## config.mk

```make
export PLATFORM = sky130hd
export DESIGN_NAME = multicycle_core_seq
export DESIGN_NICKNAME = d
export VERILOG_FILES = /design/src/rtl/core_pkg.sv /design/src/rtl/mem_req_hold.sv /design/src/rtl/multicycle_core_seq.sv
export SDC_FILE = /design/constraint.sdc
export NUM_CORES = 1
export LEC_CHECK = 0
export CELL_PAD_IN_SITES_DETAIL_PLACEMENT = 0
export CELL_PAD_IN_SITES_GLOBAL_PLACEMENT = 1
export CORE_MARGIN = 2
export CORE_UTILIZATION = 27
export CTS_CLUSTER_SIZE = 30
export DETAILED_ROUTE_END_ITERATION = 8
export PLACE_DENSITY = 0.8
export SKIP_LAST_GASP = 1
export SYNTH_ARGS = -nofsm -noshare
export SYNTH_HDL_FRONTEND = slang
export SYNTH_SLANG_ARGS = --single-unit
```

## constraint.sdc

```tcl
create_clock -name clk -period 1.9 [get_ports clk]
set_input_delay 0.38 -clock clk [delete_from_list [all_inputs] [get_ports clk]]
set_output_delay 0.38 -clock clk [all_outputs]
set_load 0.03 [all_outputs]
```

## src/rtl/core_pkg.sv

```systemverilog
// rtl/core_pkg.sv - shared state encoding and constants for the multi-cycle core sequencer
package core_pkg;

    localparam int INSTR_W = 32;
    localparam logic [31:0] RESET_PC_DEFAULT = 32'h0000_0000;

    typedef enum logic [2:0] {
        FETCH  = 3'd0,
        DECODE = 3'd1,
        EXEC   = 3'd2,
        MEM    = 3'd3,
        WB     = 3'd4,
        HALT   = 3'd5
    } state_e;

endpackage

```

## src/rtl/mem_req_hold.sv

```systemverilog
// rtl/mem_req_hold.sv - valid/ready request holder that keeps valid up until ready and captures response data
module mem_req_hold #(
    parameter int W = 32
) (
    input  logic         clk,
    input  logic         rst_n,
    input  logic         start,
    input  logic         ready,
    input  logic         cap_en,
    input  logic [W-1:0] rdata,
    output logic         valid,
    output logic         fire,
    output logic [W-1:0] data
);

    logic         valid_q, valid_d;
    logic [W-1:0] data_q, data_d;

    assign fire  = valid_q & ready;
    assign valid = valid_q;
    assign data  = data_q;

    always_comb begin
        valid_d = start | (valid_q & ~ready);
        data_d  = (fire & cap_en) ? rdata : data_q;
    end

    always_ff @(posedge clk or negedge rst_n) begin
        if (!rst_n) begin
            valid_q <= 1'b0;
            data_q  <= '0;
        end else begin
            valid_q <= valid_d;
            data_q  <= data_d;
        end
    end

endmodule

```

## src/rtl/multicycle_core_seq.sv

```systemverilog
// rtl/multicycle_core_seq.sv - FETCH/DECODE/EXEC/MEM/WB sequencer owning PC and IR
// Optional 64-bit cycle/instret counters under MULTICYCLE_CORE_SEQ_PERF_EN.
module multicycle_core_seq
    import core_pkg::*;
#(
    parameter int              XLEN     = 32,
    parameter logic [XLEN-1:0] RESET_PC = XLEN'(RESET_PC_DEFAULT),
    parameter int              STATE_W  = 3
) (
    input  logic               clk,
    input  logic               rst,
    output logic               imem_valid,
    input  logic               imem_ready,
    output logic [XLEN-1:0]    imem_addr,
    input  logic [31:0]        imem_rdata,
    output logic               dmem_valid,
    input  logic               dmem_ready,
    output logic               dmem_we,
    output logic [XLEN-1:0]    dmem_addr,
    output logic [XLEN-1:0]    dmem_wdata,
    input  logic [XLEN-1:0]    dmem_rdata,
    input  logic               dec_reg_write,
    input  logic               dec_mem_read,
    input  logic               dec_mem_write,
    input  logic               dec_branch,
    input  logic               dec_jump,
    input  logic               dec_illegal,
    input  logic               branch_taken,
    input  logic [XLEN-1:0]    target_pc,
    input  logic [XLEN-1:0]    alu_result,
    input  logic [XLEN-1:0]    rs2_data,
    output logic [XLEN-1:0]    pc,
    output logic [31:0]        instr,
    output logic               rd_wen,
    output logic               wb_sel,
    output logic [XLEN-1:0]    load_data,
    output logic [STATE_W-1:0] state,
`ifdef MULTICYCLE_CORE_SEQ_PERF_EN
    output logic [63:0]        perf_cycles,
    output logic [63:0]        perf_instret,
`endif
    output logic               retire,
    output logic               halted
);

    state_e          state_q, state_d;
    logic [XLEN-1:0] pc_q, pc_d;
    logic [XLEN-1:0] dmem_addr_q, dmem_addr_d;
    logic [XLEN-1:0] dmem_wdata_q, dmem_wdata_d;
    logic            dmem_we_q, dmem_we_d;
    logic            rd_wen_q, rd_wen_d;
    logic            wb_sel_q, wb_sel_d;
    logic            retire_q, retire_d;
    logic            halted_q, halted_d;

    logic            imem_fire, dmem_fire;
    logic            imem_start, dmem_start;
    logic            retire_now, redirect, misaligned;

    mem_req_hold #(.W(INSTR_W)) u_imem_hold (
        .clk    (clk),
        .rst_n  (rst),
        .start  (imem_start),
        .ready  (imem_ready),
        .cap_en (1'b1),
        .rdata  (imem_rdata),
        .valid  (imem_valid),
        .fire   (imem_fire),
        .data   (instr)
    );

    mem_req_hold #(.W(XLEN)) u_dmem_hold (
        .clk    (clk),
        .rst_n  (rst),
        .start  (dmem_start),
        .ready  (dmem_ready),
        .cap_en (~dmem_we_q),
        .rdata  (dmem_rdata),
        .valid  (dmem_valid),
        .fire   (dmem_fire),
        .data   (load_data)
    );

    always_comb begin
        state_d      = state_q;
        pc_d         = pc_q;
        dmem_addr_d  = dmem_addr_q;
        dmem_wdata_d = dmem_wdata_q;
        dmem_we_d    = dmem_we_q;
        retire_now   = 1'b0;

        case (state_q)
            FETCH:  if (imem_fire) state_d = DECODE;
            DECODE: state_d = EXEC;
            EXEC: begin
                if (dec_illegal) begin
                    state_d = HALT;
                end else if (dec_mem_read || dec_mem_write) begin
                    state_d      = MEM;
                    dmem_addr_d  = alu_result;
                    dmem_wdata_d = rs2_data;
                    dmem_we_d    = dec_mem_write;
                end else if (dec_reg_write) begin
                    state_d = WB;
                end else begin
                    retire_now = 1'b1;
                end
            end
            MEM: begin
                if (dmem_fire) begin
                    if (dmem_we_q) retire_now = 1'b1;
                    else           state_d    = WB;
                end
            end
            WB:      retire_now = 1'b1;
            HALT:    state_d = HALT;
            default: state_d = HALT;
        endcase

        // A misaligned redirect is treated as a fault: no retire, PC frozen.
        redirect   = dec_jump | (dec_branch & branch_taken);
        misaligned = redirect & (target_pc[1:0] != 2'b00);
        if (retire_now) begin
            if (misaligned) begin
                state_d = HALT;
            end else begin
                state_d = FETCH;
                pc_d    = redirect ? target_pc : pc_q + XLEN'(4);
            end
        end

        retire_d = retire_now & ~misaligned;
        rd_wen_d = (state_d == WB);
        wb_sel_d = (state_d == WB) & dec_mem_read;
        halted_d = (state_d == HALT);

        // Raise fetch valid on entry to FETCH, including the first cycle out of reset.
        imem_start = (state_d == FETCH) && ((state_q != FETCH) || !imem_valid);
        dmem_start = (state_q == EXEC) && (state_d == MEM);
    end

    always_ff @(posedge clk or negedge rst) begin
        if (!rst) begin
            state_q      <= FETCH;
            pc_q         <= RESET_PC;
            dmem_addr_q  <= '0;
            dmem_wdata_q <= '0;
            dmem_we_q    <= 1'b0;
            rd_wen_q     <= 1'b0;
            wb_sel_q     <= 1'b0;
            retire_q     <= 1'b0;
            halted_q     <= 1'b0;
        end else begin
            state_q      <= state_d;
            pc_q         <= pc_d;
            dmem_addr_q  <= dmem_addr_d;
            dmem_wdata_q <= dmem_wdata_d;
            dmem_we_q    <= dmem_we_d;
            rd_wen_q     <= rd_wen_d;
            wb_sel_q     <= wb_sel_d;
            retire_q     <= retire_d;
            halted_q     <= halted_d;
        end
    end

`ifdef MULTICYCLE_CORE_SEQ_PERF_EN
    logic [63:0] perf_cycles_q, perf_cycles_d;
    logic [63:0] perf_instret_q, perf_instret_d;

    always_comb begin
        perf_cycles_d  = halted_q ? perf_cycles_q : perf_cycles_q + 64'd1;
        perf_instret_d = retire_q ? perf_instret_q + 64'd1 : perf_instret_q;
    end

    always_ff @(posedge clk or negedge rst) begin
        if (!rst) begin
            perf_cycles_q  <= '0;
            perf_instret_q <= '0;
        end else begin
            perf_cycles_q  <= perf_cycles_d;
            perf_instret_q <= perf_instret_d;
        end
    end

    assign perf_cycles  = perf_cycles_q;
    assign perf_instret = perf_instret_q;
`endif

    assign pc         = pc_q;
    assign imem_addr  = pc_q;
    assign dmem_addr  = dmem_addr_q;
    assign dmem_wdata = dmem_wdata_q;
    assign dmem_we    = dmem_we_q;
    assign rd_wen     = rd_wen_q;
    assign wb_sel     = wb_sel_q;
    assign retire     = retire_q;
    assign halted     = halted_q;
    assign state      = STATE_W'(state_q);

endmodule
```

# ---- Yosys cells after proc, flatten, opt, wreduce, memory -nomap -nowiden
# Cells that the tools add are included.
# Widths: inputs -> output; s select.
dict set report word_totals {
  romBits 0
  elab_cells 65
  memories 0
  latchBits 0
  ram_bits 0
  inputBits 171
  register_bits 170
}
dict set report op_classes {
  n_reduce_logical 11
  n_bitwise 17
  order_cmp 0
  add_sub_neg 1
  n_mul 0
  shifts 0
  eq_ne 7
  div_mod_pow 0
  n_mux 16
}
# cell count
set ops {}
lappend ops {{$add 32x3->32 const B} 1}
lappend ops {{$mux 32} 1}
lappend ops {{$mux 3} 8}
lappend ops {{$pmux 3 s5} 1}
lappend ops {{$and 1x1->1} 9}
lappend ops {{$eq 3x2->1 const B} 3}
lappend ops {{$eq 3x3->1 const B} 3}
lappend ops {{$logic_not 3->1} 2}
lappend ops {{$mux 1} 5}
lappend ops {{$not 1->1} 5}
lappend ops {{$eq 3x1->1 const B} 1}
lappend ops {{$or 1x1->1} 3}
lappend ops {{$pmux 1 s3} 1}
lappend ops {{$reduce_and 3->1} 1}
lappend ops {{$reduce_bool 3->1} 1}
lappend ops {{$logic_and 1x1->1} 2}
lappend ops {{$logic_or 1x1->1} 2}
lappend ops {{$reduce_and 2->1} 1}
lappend ops {{$reduce_bool 2->1} 1}
lappend ops {{$logic_not 1->1} 1}

# ---- Longest topological paths before layout
# Gate-level depths: netlist (run 1).
dict set report logic_depth {
  depth_word 8
  mapped_depth 8
}

# ---- Cells and area by module
# Synthesis (run 1) repeated with hierarchy kept, for this count alone.
dict set report unflattened {
  hier_cells 734
  area_unflattened_um2 7866.3
}
# module n_inst area_per_inst_um2 seq_area_each_um2 cells_per_inst
set by_module_without_submodules {}
lappend by_module_without_submodules {multicycle_core_seq 1 5131.2 2602.5 590}
lappend by_module_without_submodules {mem_req_hold 2 1367.6 825.8 72}

# ---- Worst setup path before layout (run 1)
# No wires, ideal clock.
dict set report synth_path {
  kind {register -> register}
  startpoint {register state_q[0] (netlist: state[0])}
  endpoint {register dmem_addr_q[0] (netlist: dmem_addr[0])}
  period_less_slack_ns 2.176
  arrival_time_ns 2.051
  t_required_ns 1.775
  path_stages_with_launch 7
  path_slack_ns -0.276
  path_cell_list {dfrtp_1 -> buf_6 -> or4b_4 -> nor2_1 -> buf_2 -> buf_4 -> mux2_2}
}
dict set report synth_between {
  elab_chain_len 2
}
# element line
set synth_lines {}
lappend synth_lines {{start: declaration} multicycle_core_seq.sv:46} ;# state_e state_q, state_d;
lappend synth_lines {{start signal: assignment} multicycle_core_seq.sv:154} ;# state_q <= state_d;
lappend synth_lines {{$eq 3x2->1} multicycle_core_seq.sv:92} ;# case (state_q)
lappend synth_lines {{$reduce_and 3->1 (no source line)} -}
lappend synth_lines {{end signal: assignment} multicycle_core_seq.sv:156} ;# dmem_addr_q <= dmem_addr_d;
lappend synth_lines {{end: declaration} multicycle_core_seq.sv:48} ;# logic [XLEN-1:0] dmem_addr_q, dmem_addr_d;
# Every way passes these cells.
# A chain may end at the register's enable or synchronous reset.

# ---- Final worst setup path (run 1)
dict set report layout_path {
  startpoint {register state_q[2] (netlist: state[2])}
  endpoint {register dmem_addr_q[26] (netlist: dmem_addr[26])}
}
# The elaborated chain is that of the path after synthesis.

==> results.md, run 1 <==
- Status: finished, violations left
- Violated checks: setup timing
- Worst Path Required: 2.21 ns
- Share of cells above drive strength 1: 25.4%
- Starting density of the core: 27.2%
- Mapped Area: 0.00752 sq mm
- Clk sinks: 170
- Die Height: 171 microns
- Max cap viols: 0
- Die area: 0.0292 sq mm
- Clk_lat worst skew: 0.43 ns
- Hold Path Class: primary input to async pin
- Largest net degree at the start of global routing: 45
- Final Max Tran Viols: 0
- Max Fclk: 500 MHz
- Relative slew slack: 69.0%
- Final Hold Vio Count: 0
- Synth area leaders: dfrtp_1 57%, mux2_2 14%, nand2_1 5.9%, buf_4 3.7%, a21oi_1 2.9%
- Antenna-violating nets left: 0
- FF+latch count, synth: 170
- Least-Margin Pin Slew: 0.464 ns
- Gpl congestion: 0.810
- P per Cell Area: 1660 mW/mm^2
- Worst vdd rail ir drop: 0.827 mV
- Root Buffer: clkbuf_16
- Design Power: 21.5 mW
- Reg clk slew, reported paths: 0.08 ns
- Pre-CTS setup slack: -0.528 ns
- Asr flop ratio synth: 100%
- ANT cells: 0
- Post-DR vias/cell: 4.55
- R2r setup slk: -0.10 ns
- Worst Skew: 0.0191 ns
- Vias: 6,659
- Count leader, synth: dfrtp_1
- First-pass GRT wire length: 37,700 microns
- Post-Syn Nets: 826
- Commonest cells in the synthesized netlist: 170 x dfrtp_1, 119 x nand2_1, 96 x mux2_2, 44 x a21oi_1, 37 x buf_4
- Top FF cell, synth: dfrtp_1
- RSZ-0062 raised after global routing: yes
- Area fraction of the dominant cell type after synthesis: 56.5%
- Crit path capture type: register
- Placed Cells: 1,419
- Final period util: 105%
- Syn Area/Cell: 11.5 sq um
- Final wirelength: 25,200 microns
- Crit path DAT: 2.31 ns
- Buffers added on ports: 372
- Cells after synthesis: 654
- Tmin final: 2.00 ns
- Tot GR Track Use: 16.7%
- Hpwl dp: 18,500 microns
- Longest Clk Path Bufs: 2
- Final TNS setup: -7.05 ns
- Nets: 1,243
- Warnings, synthesis: 0
- Yosys cell types: 53
- Die Wd: 171 microns
- Drt wl/cell: 17.3 microns
- Row cnt: 61
- Worst r2r path cells: 6
- Area growth, synth to finish: 72.7%
- Initial antenna violation count: 0
- Fillcell total: 2,669
- Final std cells w/o fill: 1,462
- Setup ws final: -0.101 ns
- # DRC: 0
- Worst R2R End: dmem_addr[26]
- Leak: 6.14 nW
- CORE AREA: 0.0276 sq mm
- DRT iter0 DRCs: 493
- Setup Crit Path Kind: register to register
- Number of global-route vias before repair: 6,819
- CTS tree: done
- CTS buffer count: 17
- Setup Viol. Count Final: 99
- Worst hold slack: 0.439 ns
- Htree depth: 4
- Detailed Routing Iterations Pass 1: 5
- CP Launch Type: register
- Number of I/O pins: 373
- Worst-path fanout max: 16
- Sequential area share after synthesis: 56.5%
- GR Overflow Total: 0
- Leading area contributor after synthesis: dfrtp_1
- Worst r2r src: state[2]
- EDFF count, synth: 0
cell type report:
type                       count  area [sq um]  area share [%]
timing repair buffer         461          4630            35.6
clock inverter                15           195            1.50
tap                          378           473            3.64
multi-input combinational    414          2980            22.9
clock buffer                  17           425            3.27
sequential                   170          4260            32.8
inverter                       7          31.3           0.241
worst max path at each step:
| stage | from | end | cells past startpoint |
|---|---|---|---|
| 2_1_floorplan | state[0] | imem_addr[7] | 7 |
| 3_3_place_gp | dec_illegal | imem_addr[31] | 8 |
| 3_5_place_dp | dec_illegal | imem_addr[14] | 8 |
| 4_1_cts | state[0] | imem_addr[30] | 8 |
| 5_1_grt | state[2] | halted | 8 |
| 6_report | state[2] | dmem_addr[26] | 6 |
placed cells by master (no fill, tap or decap), types with 9 or more instances in the layout:
| cell type | Yosys | routed |
|---|---|---|
| mux2_2 | 96 | 96 |
| clkdlybuf4s50_1 | 0 | 251 |
| a21oi_2 | 3 | 23 |
| clkbuf_16 | 0 | 20 |
| nor2_1 | 23 | 18 |
| dlygate4sd2_1 | 0 | 81 |
| dlymetal6s2s_1 | 0 | 39 |
| buf_12 | 0 | 12 |
| o22ai_1 | 17 | 16 |
| nand3_1 | 14 | 14 |
| dfrtp_1 | 170 | 164 |
| a21oi_1 | 44 | 23 |
| nand4_1 | 9 | 9 |
| nand2_1 | 119 | 119 |
| o21ai_0 | 12 | 9 |
| buf_4 | 37 | 69 |
where the power goes:
group          leakage (nW)  switching (mW)  internal, mW
Combinational          3.74            6.79          4.98
Clock                 0.295            1.74          1.91
Sequential             2.11           0.965          5.16
Total                  6.14            9.49          12.1
routing by layer:
metal | up-vias | track usage (%) | part of all wire [%]
met1 | 3250 | 20.9 | 41
met5 | - | 0 | 0
met2 | 257 | 28.4 | 51
met4 | 0 | 5.45 | 2.0
li1 | 3123 | - | -
met3 | 29 | 3.96 | 6.6
stage by stage:
stage               util [%]  cell area, sq um
floorplan                  -              7600
global placement        43.9             12100
detailed placement      43.9             12100
CTS                     45.9             12700
global route            47.0             13000
finish                  47.0             13000
repair_timing:
| action | CTS | global route |
|---|---|---|
| pin swaps | 1 | 6 |
| setup buffers | 3 | 4 |
| hold buffers | 1 | 0 |
| cloned | 0 | 3 |
| gates resized for setup | 86 | 67 |
| endpoints found under the hold margin | 38 | 0 |
| endpoints found under the setup margin | 174 | 134 |
critical path, cell delays in order (launching register included):
cell and delay, ns:
dfrtp_1 0.40, or4b_4 0.57, buf_4 0.17, nor2_4 0.10, buf_12 0.15, buf_12 0.16
mux2_2 0.34
flip-flops by register name, indices dropped and copies added, names as in the netlist:
| register | cells |
|---|---|
| u_imem_hold.valid | 1 |
| dmem_wdata | 32 |
| dmem_we | 1 |
| wb_sel | 1 |
| retire | 1 |
| state | 3 |
| rd_wen | 1 |
| imem_addr | 32 |
| halted | 1 |
| dmem_addr | 32 |
| u_dmem_hold.valid | 1 |
| u_dmem_hold.data | 32 |
| u_imem_hold.data | 32 |
kinds of logic (layout without fill, tap and decap cells):
kind of cell	after synthesis	count (layout)	synth area share, %
compound gates	120	120	11.0
flops	170	170	56.5
fa+ha+maj	1	1	0.166
simple gates	197	197	12.1
buf+inv	70	500	5.89
mux	96	96	14.4
Note: power is estimated with default switching activity, not from simulation.
==> run 2, diff against run 1 <==
--- a/config.mk
+++ b/config.mk
@@ -12,6 +12,7 @@
 export CTS_CLUSTER_SIZE = 30
 export DETAILED_ROUTE_END_ITERATION = 8
 export PLACE_DENSITY = 0.8
+export RECOVER_POWER = 50
 export SKIP_LAST_GASP = 1
 export SYNTH_ARGS = -nofsm -noshare
 export SYNTH_HDL_FRONTEND = slang
==> constraint.sdc (replaced) <==
create_clock -name clk -period 1.9 [get_ports clk]
set_input_delay 0.19 -clock clk [delete_from_list [all_inputs] [get_ports clk]]
set_output_delay 0.19 -clock clk [all_outputs]
set_load 0.03 [all_outputs]
==> results.md, run 2 (synthesized netlist as in run 1, its figures left out) <==
- Final Max Tran Viols: 0 (unchanged)
- Share of cells above drive strength 1: 25.2% (-0.14 points)
- P per Cell Area: 1690 mW/mm^2 (+1.9%)
- Final period util: 105% (-0.79 points)
- Buffers added on ports: 372 (unchanged)
- Hpwl dp: 18,200 microns (-1.4%)
- Die Wd: 171 microns (unchanged)
- Least-Margin Pin Slew: 1.08 ns (+0.614 ns)
- Register share of total power: 27.7% (-0.7 points)
- Worst Skew: 0.0162 ns (-0.00291 ns)
- Tmin final: 1.99 ns (-0.0151 ns)
- Area growth, synth to finish: 74.5%
- Setup Viol. Count Final: 65 (-34%)
- Commonest non-fill, non-tap cell in the layout: clkdlybuf4s50_1
- Drt wl/cell: 17.8 microns (+3.4%)
- Vias: 6,693 (+0.51%)
- Detailed Routing Iterations Pass 1: 5 (unchanged)
- Clk network pwr share: 16.1% (-0.8 points)
- Max Fclk: 504 MHz (+0.76%)
- Die Height: 171 microns (unchanged)
- Antenna-violating nets left: 0 (unchanged)
- Area of the multi-input gates: 0.00318 sq mm (+6.7%)
- Seq. cell area: 0.00426 sq mm (unchanged)
- CP startpoint: state[0]
- Initial antenna violation count: 0 (unchanged)
- CTS tree: done
- Crit-path cells: or4b_4 > nor2_4 > buf_8 > clkbuf_16 > mux2_2
- Crit path DAT: 2.30 ns (about the same)
- Setup Crit Path Kind: register to register
- CP Launch Type: register
- DRT iter0 DRCs: 389 (-21%)
- Combinational share of power: 56.2% (+1.6 points)
- # DRC: 0 (unchanged)
- Leak: 5.57 nW (-9.3%)
- Worst Path Required: 2.22 ns (about the same)
- R2r setup slk: -0.09 ns (+0.02 ns)
- Power Internal: 12.6 mW (+4.5%)
- Htree depth: 4 (unchanged)
- Clk_lat worst skew: 0.43 ns (about the same)
- Switching part of the total: 43.2% (-0.82 points)
- Largest net degree at the start of global routing: 52 (+16%)
- Gpl congestion: 0.825 (+1.9%)
- Nets: 1,241 (-0.16%)
- Max cap viols: 0 (unchanged)
- Status: finished, violations left
- Design Power: 22.2 mW (+3.0%)
- Root Buffer: clkbuf_16
- Fillcell total: 2,530 (-5.2%)
- Longest Clk Path Bufs: 2 (unchanged)
- ANT cells: 0 (unchanged)
- Worst R2R End: dmem_wdata[28]
- Number of global-route vias before repair: 6,818 (-0.015%)
- Final Hold Vio Count: 0 (unchanged)
- Number of I/O pins: 373 (unchanged)
- Post-DR vias/cell: 4.58 (+0.65%)
- Relative slew slack: 28.1% (-41 points)
- Reg clk slew, reported paths: 0.08 ns (about the same)
- RSZ-0062 raised after global routing: yes
- CTS buffer count: 17 (unchanged)
- Crit-path slowest cell: or4b_4
- First-pass GRT wire length: 38,100 microns (+0.91%)
- Worst r2r path cells: 5 (-1)
- Worst vdd rail ir drop: 0.822 mV (-0.70%)
- Most frequent cells in the layout: 358 x clkdlybuf4s50_1, 164 x dfrtp_1, 119 x nand2_1, 60 x buf_4, 53 x mux2_2
- Row cnt: 61 (unchanged)
- Violated checks: setup timing
- CP max stage delay: 0.56 ns (about the same)
- Tot GR Track Use: 17.0% (+0.25 points)
- Switching power: 9.59 mW (+1.1%)
- Hold Path Class: primary input to register
- Final wirelength: 26,000 microns (+3.3%)
- Crit path capture type: register
- Core Util, Final: 47.5% (+0.48 points)
- Crit path to: dmem_wdata[28]
- Clk sinks: 170 (unchanged)
- Worst-path fanout max: 6 (-10)
- Die area: 0.0292 sq mm (unchanged)
- Starting density of the core: 27.2% (unchanged)
- Worst r2r src: state[0]
- CORE AREA: 0.0276 sq mm (unchanged)
- GR Overflow Total: 0 (unchanged)
- Setup ws final: -0.0860 ns (+0.0151 ns)
## run 2: cell types whose count changed in the layout (fill, tap and decap cells not counted), sizes merged, moves of 4 or more
| cell | delta |
|---|---|
| buf | -10 |
| clkbuf | +17 |
| clkdlybuf4s50 | +107 |
| dlygate4sd2 | -80 |
| dlygate4sd3 | +4 |
| dlymetal6s2s | -39 |
## run 2: per-stage QoR
stage / cells / setup WS (ns) / setup TNS (ns) / hold WS (ns) / instance area [sq um]
after global routing: 1460 / -0.124 / -7.38 / 0.275 / 13100
after CTS: 1453 / -0.0728 / -2.84 / 0.234 / 12700
after global placement: 1413 / -0.316 / -23.64 / 0.135 / 12000
final: 1460 / -0.0860 / -2.24 / 0.287 / 13100
after detailed placement: 1413 / -0.329 / -26.55 / 0.140 / 12000
after floorplan: 654 / -0.162 / -12.61 / -0.106 / 7600
## run 2: worst max-delay path, delay by kind of cell (launching register included)
family / cells / cell delay [ns]
muxes: 1 / 0.32
buffers and inverters: 2 / 0.35
DFF: 1 / 0.41
and+or+nand+nor: 2 / 0.78
## run 2: area by class of cell
type	instances	area share [%]
Clock buffer	18	3.34
Clock inverter	14	1.31
Inverter	7	0.238
Multi-Input combinational cell	414	24.2
Sequential cell	170	32.5
Tap cell	378	3.60
Timing Repair Buffer	459	34.8
## run 2: power by group through the flow
stage	clock network (mW)	registers, mW	logic, mW
CTS	3.72	6.13	12.2
global placement	0	6.13	11.9
finish	3.58	6.14	12.5
floorplan	0	9.30	3.61
global route	3.87	6.34	13.2
detailed placement	0	6.18	12.0
## run 2: metal layers
layer  part of all wire (%)  track usage (%)
met5                      0                0
met4                    1.9             5.42
met3                    6.4             4.46
met2                     50             28.9
met1                     42             20.9
## run 2: how the worst min path moves through the flow
| stage | start | endpoint | slack (ns) | cells past startpoint |
|---|---|---|---|---|
| final | dmem_rdata[24] | u_dmem_hold.data[24] | 0.29 | 3 |
| after global routing | dmem_rdata[20] | u_dmem_hold.data[20] | 0.28 | 3 |
| after CTS | rst | u_dmem_hold.data[10] | 0.23 | 2 |
| after detailed placement | rst | u_dmem_hold.data[10] | 0.14 | 1 |
| after global placement | rst | u_dmem_hold.data[10] | 0.14 | 1 |
| after floorplan | rst | dmem_addr[0] | -0.11 | 0 |
## run 2: timing repair
| action | 4_1_cts | 5_1_grt |
|---|---|---|
| resized for setup | 11 | 88 |
| pin swaps | 0 | 7 |
| gates cloned | 3 | 6 |
| endpoints found under the hold margin | 32 | 0 |
| buffers inserted | 4 | 1 |
| hold buffers | 1 | 0 |
| setup endpoints to repair | 100 | 109 |
==> run 3, diff against run 2 <==
--- a/config.mk
+++ b/config.mk
@@ -7,10 +7,12 @@
 export LEC_CHECK = 0
 export CELL_PAD_IN_SITES_DETAIL_PLACEMENT = 0
 export CELL_PAD_IN_SITES_GLOBAL_PLACEMENT = 1
+export CORE_ASPECT_RATIO = 0.5
 export CORE_MARGIN = 2
 export CORE_UTILIZATION = 27
 export CTS_CLUSTER_SIZE = 30
 export DETAILED_ROUTE_END_ITERATION = 8
+export HOLD_SLACK_MARGIN = 0.06
 export PLACE_DENSITY = 0.8
 export RECOVER_POWER = 50
 export SKIP_LAST_GASP = 1
==> results.md, run 3 (synthesized netlist as in run 1, its figures left out) <==
- Final instance area: 0.0132 sq mm (+0.69%)
- Hold Path Class: primary input to register
- Leak: 5.65 nW (+1.4%)
- Worst Skew: 0.0126 ns (-0.00358 ns)
- Clk_lat worst skew: 0.44 ns (about the same)
- Die area: 0.0293 sq mm (+0.28%)
- CORE AREA: 0.0275 sq mm (-0.30%)
- Worst r2r path cells: 8 (+3)
- Commonest non-fill, non-tap cell in the layout: clkdlybuf4s50_1
- Worst-path fanout max: 8 (+2)
- Setup ws final: -0.134 ns (-0.0482 ns)
- Tmin final: 2.03 ns (+0.0482 ns)
- CP Launch Type: register
- Final TNS setup: -6.73 ns (-4.49 ns)
- Clk network pwr share: 14.9% (-1.2 points)
- Area growth, synth to finish: 75.7%
- CTS buffer count: 17 (unchanged)
- Final Hold Vio Count: 0 (unchanged)
- Violated checks: setup timing
- Hpwl dp: 20,600 microns (+13%)
- P per Cell Area: 1690 mW/mm^2 (+0.10%)
- GR Overflow Total: 0 (unchanged)
- RSZ-0062 raised after global routing: yes
- Htree depth: 4 (unchanged)
- Final wirelength: 28,200 microns (+8.4%)
- Worst R2R End: imem_addr[11]
- Core Util, Final: 48.0% (+0.47 points)
- Switching part of the total: 42.7% (-0.52 points)
- Tot GR Track Use: 17.9% (+0.92 points)
- Area of placed instances: 0.0120 sq mm (+0.29%)
- Starting density of the core: 27.3% (+0.082 points)
- Antenna-violating nets left: 0 (unchanged)
- Post-DR vias/cell: 4.65 (+1.4%)
- Worst hold slack: 0.278 ns (-0.00913 ns)
- Power Internal: 12.8 mW (+1.7%)
- Switching power: 9.55 mW (-0.42%)
- Relative slew slack: 1.85% (-26 points)
- Setup Viol. Count Final: 94 (+45%)
- DRT iter0 DRCs: 351 (-9.8%)
- Share of cells above drive strength 1: 25.1% (-0.12 points)
- Design Power: 22.4 mW (+0.79%)
- Drt wl/cell: 19.3 microns (+8.0%)
- Status: finished, violations left
- Vias: 6,814 (+1.8%)
- Combinational share of power: 57.3% (+1.1 points)
- Crit path capture type: register
- Reg clk slew, reported paths: 0.06 ns (-0.02 ns)
- Row cnt: 43 (-30%)
- Max cap viols: 0 (unchanged)
- CTS tree: done
- Largest net degree at the start of global routing: 57 (+9.6%)
- Die Wd: 240 microns (+40%)
- Most frequent cells in the layout: 356 x clkdlybuf4s50_1, 164 x dfrtp_1, 119 x nand2_1, 66 x buf_4, 57 x mux2_4
- Final Max Tran Viols: 0 (unchanged)
- Crit path DAT: 2.38 ns (+0.08 ns)
- Gpl congestion: 0.910 (+10%)
- Nets: 1,245 (+0.32%)
- Initial antenna violation count: 1 (+1)
- Final period util: 107% (+2.5 points)
- Clk sinks: 170 (unchanged)
- Longest Clk Path Bufs: 2 (unchanged)
- Worst r2r src: state[0]
- Crit-path slowest cell: or4b_4
- Crit path to: imem_addr[11]
- First-pass GRT wire length: 39,600 microns (+4.1%)
- Least-Margin Pin Slew: 1.47 ns (+0.394 ns)
- Crit-path cells: or4b_4 > nor4_4 > buf_4 > o21ai_4 > clkinv_4 > buf_12 > a21oi_2 > a21oi_1
- Root Buffer: clkbuf_16
- Worst Path Required: 2.25 ns (+0.03 ns)
- Worst vdd rail ir drop: 0.834 mV (+1.6%)
- Number of global-route vias before repair: 7,005 (+2.7%)
- R2r setup slk: -0.13 ns (-0.05 ns)
- Die Height: 122 microns (-29%)
- Buffers added on ports: 372 (unchanged)
- Register share of total power: 27.8% (about the same)
- # DRC: 0 (unchanged)
- Number of I/O pins: 373 (unchanged)
- Setup Crit Path Kind: register to register
- CP max stage delay: 0.59 ns (+0.03 ns)
- CP startpoint: state[0]
- Detailed Routing Iterations Pass 1: 5 (unchanged)
- Max Fclk: 492 MHz (-2.4%)
run 3: cell count changes in the layout (fill, tap and decap cells not counted), moves of 4 or more:
cell and change:
dlygate4sd3_1 -4, mux2_4 +14, nor2_2 -5, buf_4 +6, a21oi_2 +5, inv_8 -5, mux2_2 -14, clkinv_8 -4
buf_12 +7, a21oi_4 -4, buf_16 -4, dlymetal6s2s_1 +6, clkbuf_1 -8, dlygate4sd2_1 +8
run 3: worst min path at each step:
stage	startpoint	to	slack, ns	cells after the start
final	dmem_rdata[4]	u_dmem_hold.data[4]	0.28	3
after CTS	dmem_rdata[3]	u_dmem_hold.data[3]	0.26	3
after global placement	rst	dmem_wdata[25]	0.18	1
after detailed placement	rst	dmem_wdata[25]	0.19	1
after floorplan	rst	dmem_addr[0]	-0.11	0
after global routing	dmem_rdata[3]	u_dmem_hold.data[3]	0.26	3
run 3: cell type report:
class	instances	area, sq um
Tap cell	382	478
Clock buffer	19	453
Timing Repair Buffer	463	4680
Fill cell	2498	14300
Inverter	7	31.3
Multi-Input combinational cell	414	3220
Sequential cell	170	4260
Clock inverter	10	96.3
Antenna cell	1	2.50
run 3: what timing repair did:
item / in CTS / in global routing
endpoints found under the hold margin: 50 / 0
gates resized for setup: 18 / 97
cloned: 1 / 9
setup buffers: 1 / 8
hold buffers: 1 / 0
pin swaps: 0 / 3
endpoints found under the setup margin: 108 / 107
run 3: worst max-delay path, delay by kind of cell, from the launching register on:
| kind | cells | cell delay, ns |
|---|---|---|
| buf+inv | 3 | 0.50 |
| simple gates | 2 | 0.78 |
| flops | 1 | 0.42 |
| compound gates | 3 | 0.25 |
run 3: through the flow:
stage               cells  worst slack, ns
CTS                  1449          -0.0991
floorplan             654           -0.162
global placement     1417           -0.296
detailed placement   1417           -0.289
global route         1466           -0.216
finish               1466           -0.134
run 3: power groups by stage:
stage	combinational, mW	sequential (mW)	clock [mW]
after floorplan	3.61	9.30	0
after global placement	12.0	6.16	0
after detailed placement	12.2	6.24	0
after CTS	12.3	6.20	3.41
after global routing	13.4	6.42	3.56
final	12.8	6.22	3.33
run 3: metal layers:
metal	wire length, microns	share of wire (%)	vias to the layer above	global-route usage (%)
met4	886	3.1	0	8.62
met3	877	3.1	51	2.54
met5	0	0	-	0
li1	-	-	3121	-
met2	15100	54	166	32.6
met1	11400	40	3476	20.8
